<file path="src/rtl/uart_time_cmd_parser.sv">
`default_nettype none
// ============================================================================
// Module      : uart_time_cmd_parser
// Description : Parses a "set time" command from a UART byte stream.
//               Command format: 'T' or 't', six ASCII digits HHMMSS, CR.
//               A valid, in-range command updates the hour/minute/second
//               outputs and pulses o_set_valid. A malformed or out-of-range
//               command pulses o_err. Bytes received while idle (other than
//               'T'/'t') are ignored silently so that single-character
//               commands can share the same UART stream.
//
//               Optional feature (compile-time macro CMD_TIMEOUT_EN):
//               aborts a partial command with o_err when more than
//               TIMEOUT_CYC-1 idle clock cycles pass between bytes.
//
// Parameters  : TIMEOUT_CYC  max idle clk cycles between command bytes
// Ports       : clk          system clock, rising edge
//               reset        asynchronous active-high reset
//               i_rx_data    received byte, valid when i_rx_done = 1
//               i_rx_done    one-cycle strobe, new byte available
//               o_set_valid  one-cycle strobe, new time value on o_set_*
//               o_set_hour   parsed hour   (0-23)
//               o_set_min    parsed minute (0-59)
//               o_set_sec    parsed second (0-59)
//               o_err        one-cycle strobe, command aborted
//               o_busy       high while a command is in progress
//
// Revision    : 1.0  initial release
// ============================================================================
module uart_time_cmd_parser #(
    parameter int TIMEOUT_CYC = 100_000_000
) (
    input  logic       clk,
    input  logic       reset,
    input  logic [7:0] i_rx_data,
    input  logic       i_rx_done,
    output logic       o_set_valid,
    output logic [4:0] o_set_hour,
    output logic [5:0] o_set_min,
    output logic [5:0] o_set_sec,
    output logic       o_err,
    output logic       o_busy
);

    localparam logic [7:0] c_CHAR_T_UC = 8'h54;
    localparam logic [7:0] c_CHAR_T_LC = 8'h74;
    localparam logic [7:0] c_CHAR_CR   = 8'h0D;
    localparam logic [7:0] c_CHAR_0    = 8'h30;
    localparam logic [7:0] c_CHAR_9    = 8'h39;
    localparam logic [2:0] c_LAST_IDX  = 3'd5;

    typedef enum logic [1:0] {
        ST_IDLE    = 2'd0,
        ST_DIGIT   = 2'd1,
        ST_WAIT_CR = 2'd2
    } state_t;

    state_t      r_state;
    logic [2:0]  r_idx;
    // Six BCD digits, first received digit ends up in the top nibble.
    logic [23:0] r_digits;

    logic       w_is_cmd;
    logic       w_is_digit;
    logic       w_is_cr;
    logic       w_tmo_hit;
    logic [6:0] w_hour;
    logic [6:0] w_min;
    logic [6:0] w_sec;
    logic       w_in_range;

    assign w_is_cmd   = (i_rx_data == c_CHAR_T_UC) || (i_rx_data == c_CHAR_T_LC);
    assign w_is_digit = (i_rx_data >= c_CHAR_0) && (i_rx_data <= c_CHAR_9);
    assign w_is_cr    = (i_rx_data == c_CHAR_CR);

    assign w_hour = ({3'b000, r_digits[23:20]} * 7'd10) + {3'b000, r_digits[19:16]};
    assign w_min  = ({3'b000, r_digits[15:12]} * 7'd10) + {3'b000, r_digits[11:8]};
    assign w_sec  = ({3'b000, r_digits[7:4]}   * 7'd10) + {3'b000, r_digits[3:0]};

    assign w_in_range = (w_hour <= 7'd23) && (w_min <= 7'd59) && (w_sec <= 7'd59);

    assign o_busy = (r_state != ST_IDLE);

`ifdef CMD_TIMEOUT_EN
    localparam int c_CNT_W = (TIMEOUT_CYC > 2) ? $clog2(TIMEOUT_CYC) : 1;
    localparam logic [c_CNT_W-1:0] c_TMO_LAST = c_CNT_W'(TIMEOUT_CYC - 1);

    logic [c_CNT_W-1:0] r_tmo_cnt;

    // A byte arriving on the expiry cycle takes priority over the timeout.
    assign w_tmo_hit = (r_state != ST_IDLE) && !i_rx_done && (r_tmo_cnt == c_TMO_LAST);

    always_ff @(posedge clk or posedge reset) begin
        if (reset) begin
            r_tmo_cnt <= '0;
        end else if (i_rx_done || (r_state == ST_IDLE) || w_tmo_hit) begin
            r_tmo_cnt <= '0;
        end else begin
            r_tmo_cnt <= r_tmo_cnt + c_CNT_W'(1);
        end
    end
`else
    assign w_tmo_hit = 1'b0;
`endif

    if (TIMEOUT_CYC < 2) begin : g_cfg_check
        $error("uart_time_cmd_parser: TIMEOUT_CYC must be at least 2");
    end

    always_ff @(posedge clk or posedge reset) begin
        if (reset) begin
            r_state     <= ST_IDLE;
            r_idx       <= 3'd0;
            r_digits    <= 24'd0;
            o_set_valid <= 1'b0;
            o_err       <= 1'b0;
            o_set_hour  <= 5'd0;
            o_set_min   <= 6'd0;
            o_set_sec   <= 6'd0;
        end else begin
            o_set_valid <= 1'b0;
            o_err       <= 1'b0;

            if (w_tmo_hit) begin
                o_err   <= 1'b1;
                r_state <= ST_IDLE;
                r_idx   <= 3'd0;
            end else if (i_rx_done) begin
                if (w_is_cmd) begin
                    // 'T'/'t' (re)starts a command from any state, never an error.
                    r_state  <= ST_DIGIT;
                    r_idx    <= 3'd0;
                    r_digits <= 24'd0;
                end else begin
                    case (r_state)
                        ST_IDLE: begin
                            r_state <= ST_IDLE;
                        end
                        ST_DIGIT: begin
                            if (w_is_digit) begin
                                // Low nibble of '0'..'9' equals the digit value.
                                r_digits <= {r_digits[19:0], i_rx_data[3:0]};
                                if (r_idx == c_LAST_IDX) begin
                                    r_state <= ST_WAIT_CR;
                                    r_idx   <= 3'd0;
                                end else begin
                                    r_idx <= r_idx + 3'd1;
                                end
                            end else begin
                                o_err   <= 1'b1;
                                r_state <= ST_IDLE;
                                r_idx   <= 3'd0;
                            end
                        end
                        ST_WAIT_CR: begin
                            r_state <= ST_IDLE;
                            r_idx   <= 3'd0;
                            if (w_is_cr && w_in_range) begin
                                o_set_valid <= 1'b1;
                                o_set_hour  <= w_hour[4:0];
                                o_set_min   <= w_min[5:0];
                                o_set_sec   <= w_sec[5:0];
                            end else begin
                                o_err <= 1'b1;
                            end
                        end
                        default: begin
                            r_state <= ST_IDLE;
                            r_idx   <= 3'd0;
                        end
                    endcase
                end
            end
        end
    end

endmodule
`default_nettype wire

</file>
<file path="config.mk">
export PLATFORM = sky130hd
export DESIGN_NAME = uart_time_cmd_parser
export DESIGN_NICKNAME = d
export VERILOG_FILES = /design/src/rtl/uart_time_cmd_parser.sv
export SDC_FILE = /design/constraint.sdc
export NUM_CORES = 1
export LEC_CHECK = 0
export ABC_AREA = 1
export CORE_MARGIN = 5
export CORE_UTILIZATION = 40
export DETAILED_ROUTE_END_ITERATION = 16
export PLACE_DENSITY_LB_ADDON = 0.08
export SYNTH_ARGS = -nofsm -noshare
export SYNTH_HDL_FRONTEND = slang
export SYNTH_SLANG_ARGS = --single-unit
</file>
<file path="constraint.sdc">
create_clock -name clk -period 3.05 [get_ports clk]
set_input_delay 0.61 -clock clk [delete_from_list [all_inputs] [get_ports clk]]
set_output_delay 0.61 -clock clk [all_outputs]
set_load 0.01 [all_outputs]
</file>
; ---- Word-level counts from Yosys, hierarchy flattened
; Index checks and enable logic that the tools add are counted.
; W data, S select, Z words.
[word_totals]
regBits = 48
input_bits = 11
output_inout_bits = 20
elab_cells = 62
[classes]
add_sub_neg = 4
multipliers = 3
n_lt_le_gt_ge = 5
eq_ne = 8
n_mux = 20
bitwise = 1
n_reduce_logical = 13
[op_table]
columns = operator, count
row1 = $mux W24, 3
row2 = $add A7 B4 Y7, 3
row3 = $mul A4 B3 Y6 const B, 3
row4 = $eq A8 B7 Y1 const B, 2
row5 = $le A7 B6 Y1 const B, 2
row6 = $mux W3, 3
row7 = $eq A8 B4 Y1 const B, 1
row8 = $ge A8 B6 Y1 const B, 1
row9 = $le A8 B6 Y1 const B, 1
row10 = $mux W1, 8
row11 = $mux W2, 4
row12 = $le A7 B5 Y1 const B, 1
row13 = $pmux W3 S2, 1
row14 = $reduce_bool A2 Y1, 3
row15 = $logic_and A1 B1 Y1, 4
row16 = $ne A4 B4 Y1 const B, 1
row17 = $reduce_and A2 Y1, 2
row18 = $reduce_and A4 Y1, 1
row19 = $add A3 B1 Y3 const B, 1
row20 = $eq A3 B3 Y1 const B, 1
row21 = $reduce_and A3 Y1, 1
row22 = $eq A2 B1 Y1 const B, 1
row23 = $eq A2 B2 Y1 const B, 1
row24 = $logic_not A2 Y1, 1
row25 = 4 further kinds, 4

; ---- Depth between registers and ports, before layout
; Gate-level depths: netlist of the first run.
[depth]
ltp_word = 10
depth_mapped = 16
mapped_depth_nobuf = 15

; ---- Least setup slack after synthesis of the first run
; OpenSTA, ideal clock, no wires.
[synth_timing]
path_type = register to register
startpoint = register r_digits[13]
endpoint = register o_set_hour[4]
arrival_time_ns = 2.430
t_required_ns = 2.933
slack_ns = 0.502
path_stages_with_launch = 14
n_path_buf = 1
path_cell_list = dfrtp_1 ha_1 ha_1 inv_1 fa_1 nor2_1 nand3_1 a21oi_1 nand3_2 nor2_4 nand3_4 buf_6 nand2_1 nand2_1
[synth_between]
elab_chain_cells = 7
[synth_rtl]
columns = element, line_no
row1 = from (decl), 61  ; logic [23:0] r_digits;
row2 = from (signal assigned), 142  ; r_digits <= {r_digits[19:0], i_rx_data[3:0]};
row3 = $mul A4 B3 Y6, 77  ; assign w_min = ({3'b000, r_digits[15:12]} * 7'd10) + {3'b000, r_digits[11:8]};
row4 = $add A7 B4 Y7, 77
row5 = $le A7 B6 Y1, 80  ; assign w_in_range = (w_hour <= 7'd23) && (w_min <= 7'd59) && (w_sec <= 7'd59);
row6 = $logic_and A1 B1 Y1 (2 in series), 80
row7 = $logic_and A1 B1 Y1, 158  ; if (w_is_cr && w_in_range) begin
row8 = $reduce_and A4 Y1 (no line), -
row9 = to (signal assigned), 160  ; o_set_hour <= w_hour[4:0];
row10 = to (decl), 38  ; output logic [4:0] o_set_hour,
; No other way between the ends.
; A chain may end at the register's enable or synchronous reset.

; ---- Final worst setup path of the first run
[layout_timing]
startpoint = register r_digits[13]
endpoint = register o_set_sec[4]
[layout_between]
elab_chain_cells = 7
[layout_rtl]
columns = element, line_no
row1 = $mul A4 B3 Y6, 77
row2 = $add A7 B4 Y7, 77
row3 = $le A7 B6 Y1, 80
row4 = $logic_and A1 B1 Y1 (2 in series), 80
row5 = $logic_and A1 B1 Y1, 158
row6 = $reduce_and A4 Y1 (no line), -
row7 = to (signal assigned), 162  ; o_set_sec <= w_sec[5:0];
row8 = to (decl), 40  ; output logic [5:0] o_set_sec,
; No other way between the ends.

==> run_results.csv, run 1 <==
group,metric,value,unit
critical_path,cp_max_fo,18,
layout,layoutNonFillerInstCount,491,
layout,layout_common_cells,"nand2_1 (92), inv_1 (62), dfrtp_1 (48)",
clock_network,clock_sinks,48,
drt,wl,6080,um
layout,seqCellArea,1200,um^2
drt,postRouteAntennaNets,0,
timing,setup_viol,0,
place,dp.cells,484,
power_and_ir_drop,p_total,1710,uW
floorplan,fp.dieH,94.8,um
clock_network,cts_tree,"done",
clock_network,clock_latency,0.29,ns
power_and_ir_drop,leakage,0.00178,uW
min_path,hp-start,"o_set_min[5]",
logic_synthesis,synthCells,355,
critical_path,critical_path_class,"register to register",
clock_network,ctsLongestPathBuffers,2,
clock_network,cts_buffers,5,
layout,area_growth,17.9,%
global_route,grt_pass1_vias,2291,
place,portBuffers,30,
timing,clock_skew,0.00611,ns
floorplan,io_pins,31,
clock_network,clock-root-buffer,"clkbuf_8",
timing,period_share,91.4,%
clock_network,post_cts_buffers,0,
floorplan,die_w,94.8,um
logic_synthesis,syn-num-nets,393,
min_path,min_to,"o_set_min[5]",
global_route,grt.overflow.total,0,
floorplan,rows,31,
timing,tightest_slew,0.686,ns
job,max_cap_viol_count,0,
layout,final_cell_area,3390,um^2
drt,drtPass1Iterations,4,
critical_path,cp-end-kind,"register",
drt,first_iter_violations,85,
drt,wl_per_cell,12.4,um
critical_path,worst_ep_arrival_time,2.98,ns
timing,hold_viol_final,0,
layout,nets,430,
layout,multi_input_area,1380,um^2
critical_path,reg2regPathDepth,12,
logic_synthesis,synth_cell_types,29,
layout,final_common_cell,"nand2_1",
logic_synthesis,synth-seq-cells,48,
drt,vias,2327,
layout,diodes,0,
critical_path,timing.rr.end,"o_set_sec[4]",
logic_synthesis,avgSynthCellArea,8.10,um^2
critical_path,cp-start-kind,"register",
min_path,hold_depth,2,
clock_network,clk_pin_slew,0.09,ns
clock_network,cts_resized,0,
global_route,antenna_found_initial,0,
drt,drc_errors,0,
logic_synthesis,ys_seq_area_share,41.8,%
floorplan,die_area,8990,um^2
critical_path,rr_startpoint,"r_digits[13]",
place,place_area,3310,um^2
clock_network,hold_buffers,0,
layout,fillers,751,
layout,drive_gt1_share,6.38,%
outcome,outcome,"complete, no violations",
timing,layout_min_cycle_time,2.79,ns
timing,holdWs,0.474,ns
logic_synthesis,netlist_area,2880,um^2
global_route,grt_max_degree,24,
power_and_ir_drop,power_density,503,nW/um^2
timing,setup_tns,0,ns
timing,slew_headroom,54.3,%
critical_path,r2r_setup_slack,0.26,ns
global_route,grt_use_total,15.2,%
place,gp_congestion,0.813,
floorplan,initial_core_util,40.3,%
timing,rsz0062_at_grt,"false",
logic_synthesis,yosys_warnings,0,
critical_path,worstPathRequired,3.24,ns
min_path,hp-class,"register to register",
global_route,grt_pass1_wl,10700,um
drt,vias_per_cell,4.74,
floorplan,core_area,7140,um^2
place,dp.final_hpwl,4940,um
power_and_ir_drop,ir_drop,0.000195,V
timing,max_freq,359,MHz
timing,slew_viol_final,0,
clock_network,cts_max_level,2,
worst max-delay path, cell delays in order (launching register included):
cell and delay [ns]:
dfrtp_1 0.46, ha_1 0.34, ha_1 0.20, inv_1 0.06
fa_1 0.44, nor2_1 0.12, nand3_1 0.10, a21oi_1 0.25
nand3_2 0.13, nor2_4 0.17, nand3_4 0.21, nand2_1 0.14
nand2_1 0.05
cell families (layout without fill, tap and decap cells):
group	after synthesis	count (layout)	synth area share [%]
AND/OR/NAND/NOR	163	163	25.9
buffers and inverters	75	112	10.4
adder cells (fa/ha/maj)	27	27	13.3
AO/OA/AOI/OAI	38	38	7.44
flip-flops	48	48	41.8
XOR/XNOR	4	4	1.22
stage by stage:
step | worst slack [ns] | utilization (%)
after floorplan | 0.502 | -
after global placement | 0.318 | 46.4
after detailed placement | 0.240 | 46.4
after CTS | 0.212 | 47.5
after global routing | 0.0590 | 47.5
final | 0.263 | 47.5
layer usage:
layer	wire [um]	share of wire, %	vias up	track usage [%]
li1	-	-	1218	-
met1	2880	47	1058	20.8
met2	2890	48	46	25.1
met3	260	4.3	5	3.03
met4	44	0.72	0	3.25
met5	0	0	-	0
sequential cells by signal, summed over array words and instances (netlist names):
signal       count
r_digits        24
o_set_min        6
o_set_sec        6
o_set_hour       5
r_idx            3
r_state          2
o_err            1
o_set_valid      1
worst max path at each step:
stage,end,startpoint
after floorplan,o_set_hour[4],r_digits[13]
after global placement,o_set_sec[3],r_digits[13]
after detailed placement,o_set_sec[3],r_digits[13]
after CTS,o_set_sec[3],r_digits[13]
after global routing,o_set_hour[4],r_digits[13]
final,o_set_sec[4],r_digits[13]
where the power goes:
| group | total (uW) | switching, uW | internal (uW) |
|---|---|---|---|
| Combinational | 629 | 396 | 233 |
| Sequential | 713 | 34.9 | 678 |
| Clock | 365 | 209 | 156 |
| Total | 1710 | 640 | 1070 |
synthesized netlist by cell type, drive strengths merged:
library cell	count	share of area, %
o21ai	15	2.6
nand2	93	12
xnor2	1	0.30
buf	6	1.3
a21oi	6	1.0
ha	21	9.1
o32ai	1	0.30
xor2	3	0.91
fa	6	4.2
and2	1	0.22
o22ai	16	3.5
nor2	22	3.6
clkinv	2	0.26
and3	1	0.22
nand4	23	5.0
dfrtp	48	42
nand3b	1	0.26
clkbuf	1	0.13
nor3	1	0.17
nand3	21	4.3
inv	66	8.6
area by class of cell:
| type | count | area share [%] |
|---|---|---|
| clock buffer | 5 | 2.03 |
| clock inverter | 2 | 0.369 |
| inverter | 68 | 7.52 |
| multi-input combinational | 232 | 40.6 |
| sequential | 48 | 35.4 |
| tap | 99 | 3.65 |
| timing repair buffer | 37 | 10.4 |
(Power assumes the default switching activity.)
==> run 2: changes to the inputs <==
--- a/config.mk
+++ b/config.mk
@@ -9,7 +9,9 @@
 export CORE_MARGIN = 5
 export CORE_UTILIZATION = 40
 export DETAILED_ROUTE_END_ITERATION = 16
+export HOLD_SLACK_MARGIN = 0.06
 export PLACE_DENSITY_LB_ADDON = 0.08
+export REMOVE_ABC_BUFFERS = 1
 export SYNTH_ARGS = -nofsm -noshare
 export SYNTH_HDL_FRONTEND = slang
 export SYNTH_SLANG_ARGS = --single-unit
==> constraint.sdc (replaced) <==
create_clock -name clk -period 2.47 [get_ports clk]
set_input_delay 0.494 -clock clk [delete_from_list [all_inputs] [get_ports clk]]
set_output_delay 0.494 -clock clk [all_outputs]
set_load 0.01 [all_outputs]
==> run 2 against run 1 <==
  * The run now ends with setup timing left
  * Clock-buffer cell count is 1 higher
  * Sequential share of layout area fell by 3.6 points
  * Maximum frequency rose by 8.4%
  * Clock skew shrank 0.0012 ns
  * Die area unchanged
  * Final cell count is 4.7% higher
  * Sequential power increased by 23%
  * Total power up 45%
  * Critical path depth is 1 higher
  * Critical path type unchanged
  * Critical endpoint is now o_set_sec[5]
  * Largest cell class unchanged
  * Largest power group is now combinational logic
==> run_results.csv, run 2 (synthesis gave the netlist of run 1 again) <==
group,metric,value,unit
clock_network,clock_sinks,48,
global_route,grt.overflow.total,0,
timing,max_freq,389,MHz
clock_network,clock_latency,0.30,ns
critical_path,slowest_stage,"fa_1",
layout,final_common_cell,"nand2_1",
global_route,grt_pass1_wl,10900,um
min_path,hp-class,"register to register",
floorplan,io_pins,31,
global_route,grt_use_total,15.4,%
timing,slew_viol_final,0,
timing,tightest_slew,0.589,ns
floorplan,core_area,7140,um^2
drt,wl_met2,3020,um
layout,diodes,0,
drt,wl,6380,um
drt,wl_per_cell,12.4,um
critical_path,path_cells,"ha_1 > ha_2 > inv_2 > fa_1 > nor2_1 > nand3_1 > a21oi_2 > nand3_2 > nor2_4 > buf_12 > nand3_4 > nand2_2 > nand2_1",
clock_network,clk_pin_slew,0.08,ns
floorplan,die_area,8990,um^2
timing,hold_viol_final,0,
critical_path,worstPathRequired,2.66,ns
outcome,outcome,"complete, but fails checks",
place,dp.final_hpwl,4730,um
timing,layout_setup_ws,-0.101,ns
timing,rsz0062_at_grt,"true",
place,portBuffers,30,
layout,layout_common_cells,"nand2_1 (80), inv_1 (57), dfrtp_1 (48)",
drt,postRouteAntennaNets,0,
job,max_cap_viol_count,0,
power_and_ir_drop,ir_drop,0.000233,V
layout,largest_register_ffs,24,
drt,route.met3.wl,212,um
critical_path,cpPeakStageDelay,0.41,ns
place,dp_slack,-0.0403,ns
global_route,grt_pass1_vias,2359,
power_and_ir_drop,power_density,658,nW/um^2
drt,vias_per_cell,4.70,
clock_network,clock-root-buffer,"clkbuf_8",
drt,drtPass1Iterations,4,
drt,wl_met1,3070,um
min_path,hold_depth,2,
clock_network,hold_buffers,0,
layout,nets,452,
layout,utilization,52.8,%
power_and_ir_drop,leakage,0.00191,uW
drt,first_iter_violations,73,
layout,drive_gt1_share,19.0,%
clock_network,cts_tree,"done",
global_route,grt_max_degree,29,
place,gp_congestion,0.819,
outcome,violations,"setup timing",
clock_network,cts_buffers,5,
critical_path,cp-start-kind,"register",
place,place_area,3380,um^2
floorplan,initial_core_util,40.3,%
layout,largestRegisters,"r_digits: 24 flops, o_set_min: 6 flops, o_set_sec: 6 flops",
clock_network,ctsLongestPathBuffers,2,
floorplan,fp.dieH,94.8,um
timing,layout_min_cycle_time,2.57,ns
critical_path,reg2regPathDepth,13,
critical_path,worst_ep_arrival_time,2.77,ns
layout,area_growth,31.1,%
timing,period_share,104,%
timing,clock_skew,0.00492,ns
drt,vias,2417,
layout,final_cell_area,3770,um^2
timing,slew_headroom,60.7,%
critical_path,critical_path_class,"register to register",
layout,max_flop_register,"r_digits",
critical_path,cp-end-kind,"register",
clock_network,cts_max_level,2,
global_route,antenna_found_initial,0,
drt,dr.max_layer_used,"met4",
floorplan,rows,31,
floorplan,die_w,94.8,um
drt,drc_errors,0,
timing,setup_tns,-1.24,ns
timing,setup_viol,18,
critical_path,cp_max_fo,5,
run 2: changes by cell type in the layout (fill, tap and decap cells not counted), sizes merged:
cell,previous run,this run
nand3,21,24
buf,7,26
bufinv,0,1
clkbuf,5,6
clkinvlp,1,0
run 2: critical path, delay by kind of cell, from the launching register on:
kind            cells  cell delay (ns)
fa+ha+maj           3             0.91
simple gates        7             0.78
flops               1             0.39
buf+inv             2             0.18
compound gates      1             0.20
run 2: per-layer routing:
layer	track usage, %	vias up
li1	-	1274
met1	20.8	1097
met2	25.2	39
met3	2.95	7
met4	4.33	0
met5	0	-
run 2: timing repair:
item                       in CTS  in global routing
setup endpoints to repair      17                 19
gates resized for setup        16                 30
gates cloned                    2                  2
pin swaps                       1                 18
buffers inserted                3                  6
run 2: through the flow:
| step | power [uW] | cells | hold WS [ns] |
|---|---|---|---|
| 2_1_floorplan | 1480 | 348 | 0.471 |
| 3_3_place_gp | 1690 | 493 | 0.456 |
| 3_5_place_dp | 1700 | 493 | 0.459 |
| 4_1_cts | 2380 | 506 | 0.480 |
| 5_1_grt | 2690 | 514 | 0.497 |
| 6_report | 2480 | 514 | 0.473 |
run 2: layout make-up:
cell class / instances / area [um^2]
inverter: 68 / 255
timing repair buffer: 56 / 556
clock inverter: 2 / 35.0
sequential: 48 / 1200
multi-input combinational: 235 / 1530
tap: 99 / 124
fill: 713 / 3370
clock buffer: 6 / 72.6
run 2: worst paths after layout:
check	start	endpoint	slack (ns)
worst min-delay path	o_set_sec[0]	o_set_sec[0]	0.47
worst max-delay path	r_digits[15]	o_set_sec[5]	-0.10
max in group asynchronous	reset	o_set_min[0]	1.31
min in group asynchronous	reset	o_set_sec[3]	0.57
worst max register to register	r_digits[15]	o_set_sec[5]	-0.10
worst min register to register	o_set_sec[0]	o_set_sec[0]	0.47
run 2: power by group:
part | internal, uW | switching [uW] | total, uW
Combinational | 442 | 605 | 1050
Sequential | 838 | 37.5 | 875
Clock | 301 | 258 | 559
==> RTL edit, RTL diff (config.mk and constraints of run 2) <==
The option `CMD_TIMEOUT_EN` is turned on by a define.
--- a/src/rtl/uart_time_cmd_parser.sv
+++ b/src/rtl/uart_time_cmd_parser.sv
@@ -29,2 +29,4 @@
 // ============================================================================
+`define CMD_TIMEOUT_EN
+
 module uart_time_cmd_parser #(
Function: no difference found for any inputs over 10 cycles, from zero or initial values and one cycle with reset high; that may be too few to reach the edited logic, so the function may still have changed.
==> RTL edit against run 2 <==
  * Total power increased by 34%
  * Setup slack got worse by 0.031 ns
  * Critical path depth unchanged
  * Sequential cell count up 27
  * Routed wire length is 61% higher
  * Final area is 42% higher
  * Maximum frequency fell by 1.2%
  * Clock power grew 78%
  * Synthesized area grew 52%
  * Count of clock-buffer cells in the layout grew 4
  * First-iteration DRC count rose to 2.9 times the old value
  * The flow still finishes with violations (negative setup slack)
==> RTL edit: results (changes against run 2) <==
clocking:
  numCtsBuffers: 9  # +4
  worstSkewPairLatency_ns: 0.36  # +0.06 ns
  cts-htree-levels: 3  # +1
global_routing:
  grt_use_met2_pct: 24.2  # -1.0 points
  grt_use_total_pct: 16.7  # +1.3 points
  grt_pass1_vias: 3656  # +55%
  grt_max_degree: 76  # +160%
  grt_pass1_wl_um: 17500  # +61%
  grt_use_met3_pct: 4.65  # +1.7 points
  grt_util_met1_pct: 24.5  # +3.7 points
yosys:
  synth.avg_cell_area_sq_um: 7.85  # -3.1%
  yosysSeqAreaShare_pct: 43.1  # +1.3 points
  synthTopCellsByCount: "130 x nand2_1, 91 x inv_1, 75 x dfrtp_1, 60 x nor2_1, 34 x nand3_1"
  yosys-top-cells-area: "dfrtp_1 43%, nand2_1 11%, inv_1 7.8%"
  ys_types: 32  # +10%
  synth-adder-area-share_pct: 9.36  # -4.0 points
  netlist.area_leader.share_pct: 43.1  # +1.3 points
  yosys.area_share.xor_xnor_pct: 2.41  # +1.2 points
setup_path:
  cpLargestDelayFamily: "simple AND/OR/NAND/NOR gates"
  cp_max_fo: 8  # +3
  cp-startpoint: "r_digits[5]"
timing:
  skew_ns: 0.0180  # +0.0131 ns
  tns_ns: -1.35  # -0.112 ns
  holdWs_ns: 0.486  # +0.0130 ns
  fin_ws_ns: -0.132  # -0.0310 ns
  relSlewSlack_pct: 56.0  # -4.7 points
  setup_viol: 19  # +1
routing:
  vias_per_cell: 4.95  # +5.2%
  wl_met2_um: 4450  # +47%
  wl_met1_um: 5180  # +69%
  wl_per_cell_um: 13.5  # +8.5%
  drt_iter0_drc: 215  # +190%
  wl_met3_um: 555  # +160%
finish:
  seq_cell_count: 75  # +56%
  multi_input_gates: 380  # +62%
  seq_share_pct: 35.1  # +3.3 points
  regMostFlops: "r_tmo_cnt"
  clkCellAreaFrac_pct: 3.89  # +1.0 points
  final_cell_count_no_fill: 762  # +48%
  buffers: 58  # +3.6%
  syn_to_final_growth_pct: 22.5
  drive_above_1_share_pct: 12.4  # -6.7 points
  buf_share_pct: 10.2  # -4.5 points
placement:
  place_area_sq_um: 4960  # +47%
  post-dp-hpwl_um: 7550  # +60%
  place_congestion: 0.856  # +4.5%
  place_ws_ns: -0.207  # -0.167 ns
min_path:
  hold-path-endpoint: "o_set_sec[1]"
  min-delay-start: "o_set_sec[1]"
floorplanning:
  tapcell.inserted: 140  # +41%
pwr:
  p_leak_nw: 2.54  # +33%
  switching_power_mw: 1.11  # +24%
run_status:
  status: "finished with violations"
  violations: "negative setup slack"
==> RTL edit: what timing repair did <==
action / in CTS / in global routing
gates cloned: 2 / 2
endpoints found under the setup margin: 19 / 19
pin swaps: 13 / 9
setup buffers: 4 / 0
resized for setup: 17 / 13
==> RTL edit: worst reg2reg max path, cell delays in order, from the launching register on <==
cell and delay, ns:
dfrtp_1 0.38, ha_1 0.30, ha_2 0.19, inv_2 0.05, fa_1 0.44, nor2_1 0.16
nand4_1 0.12, nand3b_1 0.10, nand2_1 0.06, nor2_2 0.12, and2_4 0.25, nand3_2 0.18
nand2_1 0.11, nand2_1 0.05
==> RTL edit: power groups by stage <==
stage          registers, mW  clock network (mW)  logic [mW]
2_1_floorplan           1.33                   0       0.600
3_3_place_gp            1.34                   0       0.881
3_5_place_dp            1.34                   0       0.893
4_1_cts                 1.31                1.04       0.970
5_1_grt                 1.32                1.10        1.17
6_report                1.31               0.996        1.02
